[config.mk]
export PLATFORM = sky130hd
export DESIGN_NAME = disp_pixel_fetch
export DESIGN_NICKNAME = d
export VERILOG_FILES = /design/src/rtl/disp_pixel_fetch.sv
export SDC_FILE = /design/constraint.sdc
export NUM_CORES = 1
export LEC_CHECK = 0
export ABC_AREA = 1
export CAP_MARGIN = 20
export CORE_UTILIZATION = 34
export CTS_BUF_LIST = sky130_fd_sc_hd__clkbuf_16
export CTS_CLUSTER_DIAMETER = 200
export DETAILED_ROUTE_END_ITERATION = 7
export GPL_TIMING_DRIVEN = 0
export PLACE_DENSITY = 0.62
export REMOVE_ABC_BUFFERS = 1
export SLEW_MARGIN = 10
export SYNTH_ARGS = -nofsm -noshare
export SYNTH_HDL_FRONTEND = slang
export SYNTH_SLANG_ARGS = --single-unit
[constraint.sdc]
create_clock -name i_clk -period 1.7 [get_ports i_clk]
set_input_delay 0.34 -clock i_clk [delete_from_list [all_inputs] [get_ports i_clk]]
set_output_delay 0.34 -clock i_clk [all_outputs]
set_load 0.005 [all_outputs]
[src/rtl/disp_pixel_fetch.sv]
// Pixel fetch stage: reads one word per active DE cycle from a bottom-up frame buffer and
// re-times hsync/vsync/de to match. Define DISP_FETCH_PATTERN_EN for the colour-bar source.
module disp_pixel_fetch #(
  parameter int HRES      = 4,
  parameter int VRES      = 4,
  parameter int RD_LAT    = 1,
  parameter int AW        = 16,
  parameter int BASE_ADDR = 0
) (
  input  logic          i_clk,
  input  logic          rst_n,
  input  logic          i_hsync,
  input  logic          i_vsync,
  input  logic          i_de,
`ifdef DISP_FETCH_PATTERN_EN
  input  logic          i_pat_en,
`endif
  output logic          o_rd_en,
  output logic [AW-1:0] o_rd_addr,
  input  logic [23:0]   i_rd_data,
  output logic          o_hsync,
  output logic          o_vsync,
  output logic          o_de,
  output logic [23:0]   o_rgb,
  output logic          o_frame_err,
  output logic          o_frame_done
);

  localparam int L  = RD_LAT + 2;
  localparam int XW = ($clog2(HRES + 1) > 3) ? $clog2(HRES + 1) : 3;
  localparam int YW = $clog2(VRES + 1);

  localparam logic [AW-1:0] TOP_ROW  = AW'(BASE_ADDR + (VRES - 1) * HRES);
  localparam logic [AW-1:0] ROW_STEP = AW'(HRES);
  localparam logic [XW-1:0] X_END    = XW'(HRES);
  localparam logic [YW-1:0] Y_END    = YW'(VRES);
  localparam logic [YW-1:0] Y_LAST   = YW'(VRES - 1);

  typedef enum logic {S_IDLE, S_FRAME} state_t;

  state_t          state_q, state_d;
  logic            vsync_q, vsync_d, de_q, de_d;
  logic [XW-1:0]   x_q, x_d;
  logic [YW-1:0]   y_q, y_d;
  logic [AW-1:0]   row_base_q, row_base_d;
  logic            rd_en_q, rd_en_d;
  logic [AW-1:0]   rd_addr_q, rd_addr_d;
  logic            frame_err_q, frame_err_d;
  logic            frame_done_q, frame_done_d;
  logic [RD_LAT:0] slot_q, slot_d;
  logic [L-1:0]    hs_pipe_q, hs_pipe_d, vs_pipe_q, vs_pipe_d, de_pipe_q, de_pipe_d;
  logic [23:0]     rgb_q, rgb_d;
  logic            vs_rise, de_fall, in_frame, issue;
`ifdef DISP_FETCH_PATTERN_EN
  logic            pat_q, pat_d;
  logic [2:0]      xp_q [RD_LAT+1];
  logic [2:0]      xp_d [RD_LAT+1];

  function automatic logic [23:0] bar_rgb(input logic [2:0] idx);
    case (idx)
      3'd0:    bar_rgb = 24'hFFFFFF;
      3'd1:    bar_rgb = 24'hFFFF00;
      3'd2:    bar_rgb = 24'h00FFFF;
      3'd3:    bar_rgb = 24'h00FF00;
      3'd4:    bar_rgb = 24'hFF00FF;
      3'd5:    bar_rgb = 24'hFF0000;
      3'd6:    bar_rgb = 24'h0000FF;
      default: bar_rgb = 24'h000000;
    endcase
  endfunction
`endif

  assign vs_rise = i_vsync & ~vsync_q;
  assign de_fall = ~i_de & de_q;

  always_ff @(posedge i_clk or negedge rst_n) begin
    if (!rst_n) state_q <= S_IDLE;
    else        state_q <= state_d;
  end

  // Once a frame has started, only reset returns the block to idle.
  always_comb begin
    state_d = state_q;
    if (vs_rise) state_d = S_FRAME;
  end

  always_comb begin
    in_frame = (state_q == S_FRAME);
  end

  // NOTE: every signal driven here gets a default first so no path can infer a latch.
  always_comb begin
    vsync_d      = i_vsync;
    de_d         = i_de;
    x_d          = x_q;
    y_d          = y_q;
    row_base_d   = row_base_q;
    frame_err_d  = frame_err_q;
    frame_done_d = 1'b0;
    issue        = 1'b0;
`ifdef DISP_FETCH_PATTERN_EN
    pat_d        = pat_q;
`endif
    if (vs_rise) begin
      x_d         = '0;
      y_d         = '0;
      row_base_d  = TOP_ROW;
      frame_err_d = 1'b0;
`ifdef DISP_FETCH_PATTERN_EN
      pat_d       = i_pat_en;
`endif
    end else if (in_frame) begin
      if (i_de) begin
        if (y_q == Y_END || x_q == X_END) begin
          frame_err_d = 1'b1;
        end else begin
          issue = 1'b1;
          x_d   = x_q + 1'b1;
        end
      end else if (de_fall) begin
        if (x_q != X_END) frame_err_d = 1'b1;
        x_d = '0;
        // Last row stays put so the base never wraps below the bottom image row.
        if (y_q != Y_END) begin
          y_d = y_q + 1'b1;
          if (y_q == Y_LAST) frame_done_d = 1'b1;
          else               row_base_d   = row_base_q - ROW_STEP;
        end
      end
    end
  end

  always_comb begin
`ifdef DISP_FETCH_PATTERN_EN
    rd_en_d = issue & ~pat_q;
    xp_d[0] = x_q[2:0];
    for (int k = 1; k <= RD_LAT; k++) xp_d[k] = xp_q[k-1];
`else
    rd_en_d = issue;
`endif
    rd_addr_d = rd_en_d ? row_base_q + AW'(x_q) : '0;
    slot_d    = {slot_q[RD_LAT-1:0], issue};
    hs_pipe_d = {hs_pipe_q[L-2:0], i_hsync};
    vs_pipe_d = {vs_pipe_q[L-2:0], i_vsync};
    de_pipe_d = {de_pipe_q[L-2:0], i_de & in_frame};
    rgb_d     = '0;
    // Slot bit and de bit both refer to the cycle whose read data is arriving now.
    if (slot_q[RD_LAT] && de_pipe_q[RD_LAT]) begin
`ifdef DISP_FETCH_PATTERN_EN
      rgb_d = pat_q ? bar_rgb(xp_q[RD_LAT]) : i_rd_data;
`else
      rgb_d = i_rd_data;
`endif
    end
  end

  // NOTE: state updates use <= so every flop samples pre-edge values regardless of order.
  // NOTE: the short delay lines are reset too, so outputs read 0 straight after reset.
  always_ff @(posedge i_clk or negedge rst_n) begin
    if (!rst_n) begin
      vsync_q      <= 1'b0;
      de_q         <= 1'b0;
      x_q          <= '0;
      y_q          <= '0;
      row_base_q   <= TOP_ROW;
      rd_en_q      <= 1'b0;
      rd_addr_q    <= '0;
      frame_err_q  <= 1'b0;
      frame_done_q <= 1'b0;
      slot_q       <= '0;
      hs_pipe_q    <= '0;
      vs_pipe_q    <= '0;
      de_pipe_q    <= '0;
      rgb_q        <= '0;
`ifdef DISP_FETCH_PATTERN_EN
      pat_q        <= 1'b0;
      for (int k = 0; k <= RD_LAT; k++) xp_q[k] <= '0;
`endif
    end else begin
      vsync_q      <= vsync_d;
      de_q         <= de_d;
      x_q          <= x_d;
      y_q          <= y_d;
      row_base_q   <= row_base_d;
      rd_en_q      <= rd_en_d;
      rd_addr_q    <= rd_addr_d;
      frame_err_q  <= frame_err_d;
      frame_done_q <= frame_done_d;
      slot_q       <= slot_d;
      hs_pipe_q    <= hs_pipe_d;
      vs_pipe_q    <= vs_pipe_d;
      de_pipe_q    <= de_pipe_d;
      rgb_q        <= rgb_d;
`ifdef DISP_FETCH_PATTERN_EN
      pat_q        <= pat_d;
      for (int k = 0; k <= RD_LAT; k++) xp_q[k] <= xp_d[k];
`endif
    end
  end

  assign o_rd_en      = rd_en_q;
  assign o_rd_addr    = rd_addr_q;
  assign o_hsync      = hs_pipe_q[L-1];
  assign o_vsync      = vs_pipe_q[L-1];
  assign o_de         = de_pipe_q[L-1];
  assign o_rgb        = rgb_q;
  assign o_frame_err  = frame_err_q;
  assign o_frame_done = frame_done_q;

endmodule
==> results by group <==
Outcome
  • Outcome: finished clean

Layout
  • Fin util: about 50%
  • Final non-filler cell total: approximately 600
  • Fill cells: between 800 and 900
  • Synth-to-Final Area Change: 38.15%
  • Layout net count: 497
  • Layout cell share with drive strength beyond 1: between 10% and 20%
  • Diode count: 0
  • Final Cell Area: ~4600 um^2

Global route
  • Total global-route track usage: between 10% and 20%
  • Initial antenna violation count: 0
  • Vias in the first global route: 2,570
  • Total gr overflow: 0
  • Largest net degree at the start of global routing: 57
  • First-pass GRT wire length: between 10,000 and 15,000 um

Timing
  • # setup viols final: 0
  • Least-Margin Pin Slew: 0.7549 ns
  • Setup TNS: 0 ns
  • Clock skew: roughly 0.0063 ns
  • Slew HR: 49.55%
  • Final Hold Viols: 0
  • Fmax: 625.4 MHz
  • Hold WS: 0.3486 ns
  • Final worst setup slack: 0.1009 ns
  • Slew Limit Fails: 0
  • Min cycle time layout: 1.599 ns
  • Fin crit share: a little over nine tenths

Detailed routing
  • WL met2: 3212 um
  • WL met1: 3118 um
  • Vias: 2,652
  • Total Wirelength: 6998 um
  • Top Metal Used: met4
  • Routed Antenna Nets: 0
  • Met3 WL: 531 um
  • # DRC: 0
  • Via density: 4.457
  • DRT iter0 DRCs: slightly below 200
  • DR WL/cell: 11.76 um
  • Drt pass-1 iters: 4

Yosys
  • Register bit total from synthesis: 75
  • Unique masters post-synth: 29
  • FFs w/ async S/R, synth: 100.0%
  • Syn avg cell area: slightly below 9 um^2
  • Post-Synthesis Cells: 375
  • Ys flop type: dfrtp_1
  • Post-synth EDFFs: 0
  • Yosys warns: 0
  • Post-Syn Area: roughly 3300 um^2
  • Sequential area share after synthesis: 56.57%

Placement
  • Placed Cells: 569
  • Detailed Place HPWL: between 4000 and 5000 um
  • Dpl cell area: between 4000 and 5000 um^2
  • GP Congestion: 0.8395
  • Dpl ws: -0.4953 ns
  • Number of I/O port buffers: 74

Clocking
  • Clock slew at reported path FFs: 0.06 ns
  • CTS Buffer Depth: 2
  • CTS Sinks: 75
  • CTS root buf: clkbuf_16
  • Clk_lat worst skew: between 0.3 and 0.4 ns
  • CTS Buf Count: 9
  • H-tree Lvls: 3
  • CTS tree: built

Die
  • Vert. Die Dim: 100.8 um
  • Die X: 100.8 um
  • Core Rows: 35
  • # IOs: 75
  • Core ar.: 9371 um^2
  • Die area: 10,170 um^2
  • Initial Utilization: a little over a third

Power and ir drop
  • Pwr Density: 1344 nW/um^2
  • Peak supply drop: 0.5610 mV
  • LEAKAGE: about 2.3 nW
  • Final Total Pwr: 6.167 mW

Setup path
  • R2R Path Start: y_q[0]
  • CP Max Fanout: 24
  • Worst Setup SP: i_vsync
  • CP startpoint kind: primary input
  • CP Class: primary input to flop
  • Required @ worst endpoint: about 1.9 ns
  • Setup crit end kind: flop
  • Crit path DAT: 1.81 ns

Worst hold path
  • Hold_sp: hs_pipe_q[0]
  • Worst min-delay path class: flop to flop

Job
  • Max cap viols: 0
## cells in the mapped netlist, types with 3 or more instances
cell	count	area, um^2
dfrtp_1	73	1827
nor3_1	7	35.03
inv_2	9	33.78
nand2_2	5	31.28
nor2_1	67	251.5
a21oi_1	4	20.02
nor2_2	8	50.05
buf_2	3	15.01
o21ai_0	13	65.06
buf_6	4	45.04
ha_1	7	87.58
inv_1	52	195.2
nand2_1	69	259.0
nand4_1	10	62.56
o21ai_1	8	40.04
nand3_1	16	80.08
## worst max-delay path: stages
cell and delay [ns]:
clkdlybuf4s50_1 0.60, nand2_8 0.18, nand2_1 0.21, nand3_4 0.18
buf_4 0.18, nand2_1 0.04, o21ai_0 0.07
## cell type report
cell class                      instances  area, um^2  share of cell area, %
Sequential cell                        75        1879                  40.95
Multi-Input combinational cell        230        1175                  25.60
Timing Repair Buffer                   84       835.8                  18.21
Inverter                               61       236.5                  5.153
Clock buffer                            9       225.2                  4.907
Tap cell                              129       161.4                  3.517
Clock inverter                          7       76.32                  1.663
## path summary, 6_finish.rpt
path / end / slack, ns / depth (start not counted)
setup / recovery: row_base_q[10] / 0.10 / 7
hold / removal: hs_pipe_q[1] / 0.35 / 0
setup reg to reg: row_base_q[10] / 0.11 / 7
hold reg to reg: hs_pipe_q[1] / 0.35 / 0
max in group asynchronous: row_base_q[3] / 0.67 / 3
min in group asynchronous: o_rgb[4] / 0.44 / 2
## sequential cells by signal, indices dropped and copies added (netlist names)
name / flops
vs_pipe_q: 3
de_pipe_q: 3
o_rgb: 24
o_rd_addr: 16
in_frame: 1
y_q: 3
row_base_q: 14
x_q: 3
o_frame_done: 1
hs_pipe_q: 3
slot_q: 2
de_q: 1
o_frame_err: 1
## layout by cell type (no fill, tap or decap), types with 3 or more instances in the layout
cell / instances
clkdlybuf4s50_1: 73
nor2_2: 9
nor2_1: 66
nand2_1: 68
clkbuf_16: 9
nand3_1: 16
o21ai_0: 12
ha_1: 7
inv_1: 52
inv_6: 3
buf_4: 9
nor3_1: 7
inv_2: 7
dfrtp_1: 73
nand4_1: 10
a21oi_1: 4
nand2_2: 5
o21ai_1: 9
## repair_timing
action / in CTS / in global routing
cloned: 0 / 1
pin swaps: 0 / 3
resized for setup: 2 / 7
setup endpoints to repair: 9 / 17
hold endpoints to repair: 19 / 0
hold buffers: 1 / 0
setup buffers: 0 / 8
## cell families (layout without fill, tap and decap cells)
logic type / Yosys count / in the layout / share of synthesized area [%]
buf+inv: 71 / 161 / 9.152
xor+xnor: 2 / 2 / 0.5274
simple gates: 193 / 194 / 26.82
compound gates: 27 / 27 / 4.294
fa+ha+maj: 7 / 7 / 2.636
flops: 75 / 75 / 56.57
## power breakdown
part	leakage, nW	internal, mW	switching, mW
Combinational	1.13	0.791	1.06
Sequential	0.981	2.11	0.311
Clock	0.144	1.15	0.744
Total	2.26	4.05	2.12
## per-layer routing
layer	vias to the layer above	global-route usage (%)
met5	-	0
li1	1332	-
met2	100	24.24
met1	1208	18.17
met4	0	8.138
met3	12	2.566
(Power assumes the default switching activity.)
